<file path="src/rtl/key_click_decoder.sv">
// Key gesture classifier: single click, double click and long press from a debounced key level.
// Optional KEY_CLICK_CNT_EN adds a 16-bit wrapping count of emitted events on click_cnt.
module key_click_decoder #(
  parameter int unsigned LONG_CYC = 12000000,
  parameter int unsigned DBL_CYC  = 15000000
) (
  input  logic        clk,
  input  logic        rst,
  input  logic        keyin,
  output logic        single_evt,
  output logic        double_evt,
  output logic        long_evt,
  output logic        busy
`ifdef KEY_CLICK_CNT_EN
  ,
  output logic [15:0] click_cnt
`endif
);

  typedef enum logic [2:0] {
    StIdle,
    StPress1,
    StHold,
    StWait2,
    StPress2
  } state_e;

  localparam logic [31:0] LongLast = 32'(LONG_CYC - 1);
  localparam logic [31:0] DblLast  = 32'(DBL_CYC - 1);

  state_e      state_q;
  logic [31:0] timer_q;
  logic [31:0] timer_inc;
  logic        key_q;
  logic        armed_q;
  logic        press_edge;
  logic        release_edge;

  // armed_q blocks a key that was already low at reset from looking like a fresh press.
  assign press_edge   = armed_q & key_q & ~keyin;
  assign release_edge = ~key_q & keyin;
  assign timer_inc    = (timer_q == 32'hFFFF_FFFF) ? timer_q : timer_q + 32'd1;

  always_ff @(posedge clk) begin
    if (rst) begin
      state_q    <= StIdle;
      timer_q    <= '0;
      key_q      <= 1'b1;
      armed_q    <= 1'b0;
      single_evt <= 1'b0;
      double_evt <= 1'b0;
      long_evt   <= 1'b0;
      busy       <= 1'b0;
    end else begin
      key_q      <= keyin;
      armed_q    <= armed_q | keyin;
      single_evt <= 1'b0;
      double_evt <= 1'b0;
      long_evt   <= 1'b0;
      case (state_q)
        StIdle: begin
          if (press_edge) begin
            state_q <= StPress1;
            timer_q <= '0;
            busy    <= 1'b1;
          end
        end
        StPress1: begin
          // Reaching the long threshold wins over a release in the same cycle.
          if (timer_q == LongLast) begin
            long_evt <= 1'b1;
            if (release_edge) begin
              state_q <= StIdle;
              busy    <= 1'b0;
            end else begin
              state_q <= StHold;
            end
          end else if (release_edge) begin
            state_q <= StWait2;
            timer_q <= '0;
          end else begin
            timer_q <= timer_inc;
          end
        end
        StHold: begin
          if (release_edge) begin
            state_q <= StIdle;
            busy    <= 1'b0;
          end
        end
        StWait2: begin
          // Timeout takes precedence; a press landing on the last cycle is dropped.
          if (timer_q == DblLast) begin
            single_evt <= 1'b1;
            state_q    <= StIdle;
            busy       <= 1'b0;
          end else if (press_edge) begin
            state_q <= StPress2;
          end else begin
            timer_q <= timer_inc;
          end
        end
        StPress2: begin
          if (release_edge) begin
            double_evt <= 1'b1;
            state_q    <= StIdle;
            busy       <= 1'b0;
          end
        end
        default: begin
          state_q <= StIdle;
          busy    <= 1'b0;
        end
      endcase
    end
  end

`ifdef KEY_CLICK_CNT_EN
  logic [15:0] cnt_q;

  always_ff @(posedge clk) begin
    if (rst) begin
      cnt_q <= '0;
    end else if (single_evt | double_evt | long_evt) begin
      cnt_q <= cnt_q + 16'd1;
    end
  end

  assign click_cnt = cnt_q;
`endif

endmodule

</file>
<file path="config.mk">
export PLATFORM = sky130hd
export DESIGN_NAME = key_click_decoder
export DESIGN_NICKNAME = d
export VERILOG_FILES = /design/src/rtl/key_click_decoder.sv
export SDC_FILE = /design/constraint.sdc
export NUM_CORES = 1
export LEC_CHECK = 0
export CORE_ASPECT_RATIO = 1.25
export CORE_UTILIZATION = 53
export DETAILED_ROUTE_END_ITERATION = 16
export HOLD_SLACK_MARGIN = 0.15
export PLACE_DENSITY = 0.7
export SLEW_MARGIN = 20
export SYNTH_ARGS = -nofsm -noshare
export SYNTH_HDL_FRONTEND = slang
export SYNTH_SLANG_ARGS = --single-unit
</file>
<file path="constraint.sdc">
create_clock -name clk -period 2.3 [get_ports clk]
set_input_delay 0.46 -clock clk [delete_from_list [all_inputs] [get_ports clk]]
set_output_delay 0.46 -clock clk [all_outputs]
set_load 0.005 [all_outputs]
</file>
==> After elaboration in Yosys (flattened, before gate mapping) <==
Cells that the tools add are included.
W data, S select, Z words.
{ "op_classes": {"n_mux": 23, "eq_ne": 16, "add_sub_neg": 1, "bitwise_logic": 9, "reduce_logical": 9} }
{ "op_table": {"columns": ["op", "count"], "rows": [
  ["$mux W32", 6],
  ["$pmux W32 S3", 1],
  ["$eq A32 B24 Y1 const B", 2],
  ["$add A32 B1 Y32 const B", 1],
  ["$eq A32 B32 Y1 const B", 1],
  ["$mux W3", 6],
  ["$ne A2 B2 Y1 const B", 6],
  ["$pmux W3 S4", 1],
  ["$reduce_or A2 Y1", 4],
  ["$mux W1", 7],
  ["$eq A3 B2 Y1 const B", 2],
  ["$ne A3 B3 Y1 const B", 2],
  ["$not A1 Y1", 5],
  ["$reduce_and A5 Y1", 1],
  ["$pmux W1 S4", 1],
  ["$reduce_and A4 Y1", 1],
  ["$and A1 B1 Y1", 3],
  ["$eq A3 B1 Y1 const B", 1],
  ["$eq A3 B3 Y1 const B", 1],
  ["$logic_not A3 Y1", 1],
  ["$reduce_and A3 Y1", 1],
  ["$reduce_bool A3 Y1", 1],
  ["$mux W2", 1],
  ["$ne A2 B1 Y1 const B", 1],
  ["$or A1 B1 Y1", 1]
]} }
{ "word_totals": {"elab_cells": 66, "regBits": 41, "inputBits": 3, "output_inout_bits": 4} }

==> Depth between registers and ports, before layout <==
Gate-level depths: netlist of run 1.
{ "logic_depth": {"depth_word": 5, "depth_mapped": 8, "ltp_nobuf": 7} }

==> Least setup slack after synthesis of run 1 <==
Ideal clock, no wire load.
{ "synth_timing": {"kind": "register -> register", "from": "register timer_q[8]", "to": "register timer_q[1]", "period_less_slack_ns": 1.857, "t_required_ns": 2.234, "slack_ns": 0.443, "n_path_buf": 2, "setup_time_ns": 0.066, "path_stages_with_launch": 9, "arrival_time_ns": 1.791, "path_cell_list": "dfxtp_1 -> buf_6 -> nand4bb_4 -> or4_1 -> nor4_2 -> a22o_4 -> buf_6 -> o21ai_0 -> a21oi_2"} }
{ "synth_between": {"elab_chain_cells": 5, "word_cells_on_any_way": 12, "cone_classes": "eq/ne (5); mux (6); reduce/logical (1)"} }
{ "synth_rtl": {"columns": ["element", "line_no", "source"], "rows": [
  ["start, declared", "32", "logic [31:0] timer_q;"],
  ["start signal, assigned", "82", "timer_q <= timer_inc;"],
  ["start signal, assigned", "100", "timer_q <= timer_inc;"],
  ["$eq A32 B32 Y1", "42", "assign timer_inc = (timer_q == 32'hFFFF_FFFF) ? timer_q : timer_q + 32'd1;"],
  ["$mux W32", "42", null],
  ["$mux W32 (on tied branches)", "97, 78", null],
  ["$mux W32 (on tied branches)", "93, 70", null],
  ["$pmux W32 S3", "60", "case (state_q)"]
]} }
Several ways; a longest one is shown, not always the timed one. The select of a mux whose other input is x is not followed.
A chain may end at the register's enable or synchronous reset.

==> Worst setup path after layout of run 1 <==
{ "layout_timing": {"from": "register timer_q[0]", "to": "register timer_q[10]"} }
{ "layout_between": {"elab_chain_cells": 5, "word_cells_on_any_way": 13, "cone_classes": "add/sub (1); eq/ne (5); mux (6); reduce/logical (1)"} }
{ "layout_rtl": {"columns": ["element", "line_no"], "rows": [
  ["$add A32 B1 Y32 or $eq A32 B32 Y1 (tied branches)", "42"],
  ["$mux W32", "42"],
  ["$mux W32 (on tied branches)", "97, 78"],
  ["$mux W32 (on tied branches)", "93, 70"],
  ["$pmux W32 S3", "60"]
]} }
Several ways; a longest one is shown, not always the timed one. The select of a mux whose other input is x is not followed.

==> results of run 1 <==
## worst min path at each step
stage | start | end | depth (start not counted)
6_report | busy | busy | 2
4_1_cts | busy | busy | 2
5_1_grt | busy | busy | 2
2_1_floorplan | armed_q | armed_q | 2
3_3_place_gp | busy | busy | 2
3_5_place_dp | busy | busy | 2
## cell type report
cell class | count | area [um2]
Clock buffer | 5 | 68.8
Sequential cell | 41 | 821
Tap cell | 56 | 70.1
Inverter | 6 | 22.5
Timing Repair Buffer | 28 | 250
Fill cell | 389 | 1480
Clock inverter | 3 | 17.5
Multi-Input combinational cell | 216 | 1440
## stage by stage
| stage | instances | hold WS (ns) | total power [mW] |
|---|---|---|---|
| 2_1_floorplan | 272 | 0.468 | 0.833 |
| 3_3_place_gp | 347 | 0.468 | 0.872 |
| 3_5_place_dp | 347 | 0.477 | 0.875 |
| 4_1_cts | 355 | 0.496 | 1.34 |
| 5_1_grt | 355 | 0.520 | 1.39 |
| 6_report | 355 | 0.492 | 1.33 |
## synth_stat cells (all sizes together), types with 3 or more instances
master,instances
a21oi,12
and3,11
and4,4
buf,7
dfxtp,41
inv,6
nand2,14
nand3,25
nand4,14
nor2,39
nor2b,3
nor3,13
nor4,6
o21ai,8
o31ai,4
or3,6
or4,6
xnor2,6
xor2,16
## logic make-up (layout without fill, tap and decap cells)
kind of cell / Yosys count / count (layout) / share of synthesized area [%]
DFF: 41 / 41 / 34.8
and+or+nand+nor: 151 / 151 / 36.8
buffers and inverters: 15 / 42 / 4.09
xor gates and xnor gates: 22 / 22 / 8.18
muxes: 2 / 2 / 0.850
AOI/OAI and AO/OA: 40 / 40 / 14.7
adders and majority gates: 1 / 1 / 0.531
## cells in the final DEF, fill, tap and decap left out, types with 5 or more instances in the layout
cell type        instances
inv_1                    6
nor3_1                  13
xor2_1                  16
xnor2_1                  6
buf_4                   20
or4_1                    6
and3_1                  10
o21ai_0                  6
nor2_2                   9
nor2_1                  30
a21oi_2                  8
nand3_1                 24
nand2_1                 14
clkbuf_8                 5
clkdlybuf4s50_1          6
nand4_1                 14
or3_1                    6
dfxtp_1                 41
## per-layer routing
metal	GRT usage [%]	share of wire [%]	up-vias
met5	0	0	-
met4	9.11	2.2	0
met3	3.57	3.0	12
met2	42.4	50	41
met1	31.6	45	983
li1	-	-	1060
## where the power goes
part	internal, mW	switching (mW)	total, mW
Combinational	0.0561	0.0721	0.128
Sequential	0.719	0.0112	0.730
Clock	0.210	0.262	0.472
## critical path: cells and delay by family, from the launching register on
kind | cells | cell delay (ns)
compound gates | 1 | 0.34
fa+ha+maj | 1 | 0.20
flops | 1 | 0.39
simple gates | 4 | 0.82
xor+xnor | 1 | 0.13
buf+inv | 1 | 0.15
## sequential cells by signal (all words and copies together), names as in the netlist
signal      flops
single_evt      1
armed_q         1
key_q           1
busy            1
double_evt      1
timer_q        32
long_evt        1
state_q         3
==> out/metrics.yaml, run 1 <==
vias: 2096
seq_area_frac_synth_pct: 34.8
grt-ovfl-total: 0
period_needed_ns: 2.13
diodes: 0
cts_buffers: 5
yosysTopAreaCell: "dfxtp_1"
cp-startpoint: "timer_q[0]"
ys_types: 54
cts.sinks: 41
drc: 0
cts_hold_buf: 0
finClkSkew_ns: 0.00999
syn-num-nets: 276
die-area_um2: 4720
die_w_um: 61.6
fin_area_um2: 2690
crit_arrival_ns: 2.33
path_max_fanout: 9
path_cells: "ha_1 > nand4_1 > nor4_2 > a31o_2 > buf_4 > nor3_1 > xnor2_1 > nor2_1"
grt_max_degree: 33
synth_flop_cell: "dfxtp_1"
status: "complete, no violations"
dieHeight_um: 76.5
coreArea_um2: 4160
slowest_stage: "nor4_2"
hold_viol_final: 0
ys_ff_latch: 41
drt_iter0_markers: 168
critical-path-max-stage-delay_ns: 0.53
setup_viol: 0
ys_warn_count: 0
cp-start-kind: "register"
rrSetupSlack_ns: 0.17
relSlewSlack_pct: 63.5
worstSetupPathType: "reg2reg"
setup_ws_ns: 0.165
cts.path.max_buffers: 2
ys_async_sr_fraction_pct: 0
path_clk_slew_ns: 0.09
r2r_cells: 8
worst_ep_required_time_ns: 2.49
antenna_found_initial: 0
setup.worst_path.end_class: "register"
worstMarginPinSlew_ns: 0.544
synth_edf_count: 0
io_pins: 7
routedWlPerCell_um: 15.1
vias_per_cell: 5.90
cts_tree: "built"
ctsResizeCount: 0
drive_above_1_share_pct: 20.4
p_per_area_nw_per_um2: 495
cts-root-buf: "clkbuf_8"
grt_pass1_wl_mm: 9.13
synth_top_cell_area_share_pct: 34.8
cap_violations: 0
dp_hpwl_mm: 4.03
r2r_end: "timer_q[10]"
totalWireLength_mm: 5.37
power_leakage_nw: 0.862
h-tree-depth: 2
avgSynthCellArea_um2: 8.66
drtPass1Iterations: 4
pre_cts_slack_ns: -0.0371
final_util_pct: 64.6
globalplace.congestion: 0.872
r2r_start: "timer_q[0]"
ant_nets: 0
ir_worst_vdd_uv: 363
syn_area_um2: 2360
grt_pass1_vias: 2025
start_util_pct: 56.6
clk_latency_ns: 0.29
postCtsSetupRepairBufs: 0
hold_class: "reg2reg"
synthTopCellsByArea: "dfxtp_1, xor2_1, nand3_1"
fin_crit_sh_pct: 92.8
rsz0062_at_grt: "false"
fmax_mhz: 468
grt.total_usage_pct: 25.2
placed_area_um2: 2600
area_growth_pct: 14.1
numPortBuffers: 6
synth_cells: 272
endpoint: "timer_q[10]"
nets: 302
finalSetupTns_ns: 0
fp-row-count: 26
slew_violations: 0
(Power assumes the default switching activity.)
==> inputs of run 2 (changes only) <==
- MAX_ROUTING_LAYER: not set -> met4
- PLACE_DENSITY: 0.7 -> 0.79
==> out/metrics.yaml, run 2 (synthesized netlist as in run 1, its figures left out) <==
hold_path_end: "busy"  # unchanged
setup_viol: 0  # unchanged
clk_latency_ns: 0.28  # was 0.29 ns
setup.worst_path.end_class: "register"  # unchanged
dp_hpwl_mm: 3.99  # was 4.03 mm
drc: 0  # unchanged
cts-root-buf: "clkbuf_8"  # unchanged
slew_violations: 0  # unchanged
finalSetupTns_ns: 0  # unchanged
period_needed_ns: 2.14  # was 2.13 ns
final_common_cell: "dfxtp_1"  # unchanged
r2r_cells: 8  # unchanged
postCtsSetupRepairBufs: 0  # unchanged
drive_above_1_share_pct: 19.0  # was 20.4%
pre_cts_slack_ns: -0.0349  # was -0.0371 ns
p_per_area_nw_per_um2: 496  # was 495 nW/um2
finClkSkew_ns: 0.00572  # was 0.00999 ns
cts.sinks: 41  # unchanged
grt_max_degree: 19  # was 33
grt_pass1_vias: 2092  # was 2025
net-switching-power_uw: 310  # was 346 uW
die-area_um2: 4720  # unchanged
cp-start-kind: "register"  # unchanged
start_util_pct: 56.6  # unchanged
fp-row-count: 26  # unchanged
worst_ep_required_time_ns: 2.52  # was 2.49 ns
cp_top_family: "simple AND/OR/NAND/NOR gates"  # unchanged
power_leakage_nw: 0.859  # was 0.862 nW
final_cell_mix: "dfxtp_1, nor2_1, nand3_1, buf_4, xor2_1"  # unchanged
ant_nets: 0  # unchanged
grt-ovfl-total: 0  # unchanged
cts_hold_buf: 0  # unchanged
cap_violations: 0  # unchanged
status: "complete, no violations"  # unchanged
coreArea_um2: 4160  # unchanged
diodes: 0  # unchanged
h-tree-depth: 2  # unchanged
die_w_um: 61.6  # unchanged
r2r_end: "timer_q[7]"  # was timer_q[10]
setup_ws_ns: 0.159  # was 0.165 ns
p_comb_share_pct: 9.4  # was 9.6%
worstSetupPathType: "reg2reg"  # unchanged
path_clk_slew_ns: 0.07  # was 0.09 ns
grt_pass1_wl_mm: 9.29  # was 9.13 mm
drt_iter0_markers: 124  # was 168
fin_crit_sh_pct: 93.1  # was 92.8%
fin_area_um2: 2660  # was 2690 um2
numPortBuffers: 6  # unchanged
min_path_cells: 2  # unchanged
hold_class: "reg2reg"  # unchanged
crit_arrival_ns: 2.36  # was 2.33 ns
power_frac_seq_pct: 55.3  # was 54.9%
vias_per_cell: 6.11  # was 5.90
holdCritStartpoint: "busy"  # unchanged
worstMarginPinSlew_ns: 0.485  # was 0.544 ns
total_power_mw: 1.32  # was 1.33 mW
cts.path.max_buffers: 2  # unchanged
totalWireLength_mm: 5.36  # was 5.37 mm
hold_ws_ns: 0.487  # was 0.492 ns
io_pins: 7  # unchanged
slowest_stage: "nor3_1"  # was nor4_2
rsz0062_at_grt: "false"  # unchanged
dp_cells: 344  # was 347
reg_top3: "timer_q x32, state_q x3"  # unchanged
clockPowerShare_pct: 35.2  # was 35.5%
cts_tree: "built"  # unchanged
ir_worst_vdd_uv: 230  # was 363 uV
dieHeight_um: 76.5  # unchanged
cts_buffers: 5  # unchanged
nets: 299  # was 302
hold_viol_final: 0  # unchanged
regMostFlops: "timer_q"  # unchanged
path_max_fanout: 10  # was 9
largest_reg_flops: 32  # unchanged
grt.total_usage_pct: 26.1  # was 25.2%
placed_area_um2: 2570  # was 2600 um2
routedWlPerCell_um: 15.3  # was 15.1 um
r2r_start: "timer_q[0]"  # unchanged
area_growth_pct: 13.0  # was 14.1%
rrSetupSlack_ns: 0.16  # was 0.17 ns
cp_num_cells: 8  # unchanged
fmax_mhz: 467  # was 468 MHz
worst-path-buf-inv: 1  # unchanged
final_util_pct: 63.9  # was 64.6%
final-instance-count-excl-fill: 351  # was 355
path_cells: "ha_1 > nand4_1 > nor3_1 > nand3_2 > a21boi_2 > o21ai_2 > buf_4 > a21oi_1"  # was ha_1 > nand4_1 > nor4_2 > a31o_2 > buf_4 > nor3_1 > xnor2_1 > nor2_1
relSlewSlack_pct: 67.6  # was 63.5%
ctsResizeCount: 0  # unchanged
antenna_found_initial: 0  # unchanged
swShare_pct: 23.5  # was 26.0%
p_int_mw: 1.01  # was 985 uW
globalplace.congestion: 0.947  # was 0.872
drtPass1Iterations: 5  # was 4
vias: 2145  # was 2096
critical-path-max-stage-delay_ns: 0.42  # was 0.53 ns
==> run 2: changes by cell type in the layout (fill, tap and decap cells not counted), sizes merged <==
| cell | change |
|---|---|
| clkinvlp | -1 |
| clkbuf | +2 |
| clkinv | -2 |
| buf | -3 |
==> run 2: area by class of cell <==
cell class,instances,area [um2]
repair buffers,25,215
clock buffers,7,86.3
well taps,56,70.1
flip-flops and latches,41,821
fillers,362,1500
inverters,6,22.5
multi-input cells,216,1450
==> run 2: worst max path at each step <==
stage                from          end  slack (ns)
6_report       timer_q[0]   timer_q[7]        0.16
4_1_cts        timer_q[0]  timer_q[10]        0.17
3_5_place_dp        keyin   timer_q[6]       -0.03
3_3_place_gp        keyin   timer_q[6]       -0.03
2_1_floorplan  timer_q[8]   timer_q[1]        0.44
5_1_grt        timer_q[0]   timer_q[7]      0.0003
==> run 2: worst reg2reg max path, cell delays in order, from the launching register on <==
cell,delay [ns]
dfxtp_1,0.39
ha_1,0.22
nand4_1,0.24
nor3_1,0.42
nand3_2,0.21
a21boi_2,0.18
o21ai_2,0.09
buf_4,0.20
a21oi_1,0.12
==> run 2: power groups by stage <==
stage	clock network [mW]	registers [mW]	logic (mW)
global route	0.508	0.733	0.137
floorplan	0	0.744	0.0892
finish	0.466	0.731	0.124
detailed placement	0	0.747	0.123
CTS	0.480	0.731	0.123
global placement	0	0.747	0.121
==> run 2: routing by layer <==
layer / track usage [%] / part of all wire (%) / vias to the layer above
li1: - / - / 1054
met1: 30.4 / 42 / 996
met2: 41.3 / 50 / 77
met3: 5.94 / 4.9 / 18
met4: 12.0 / 2.7 / 0
met5: - / 0 / -
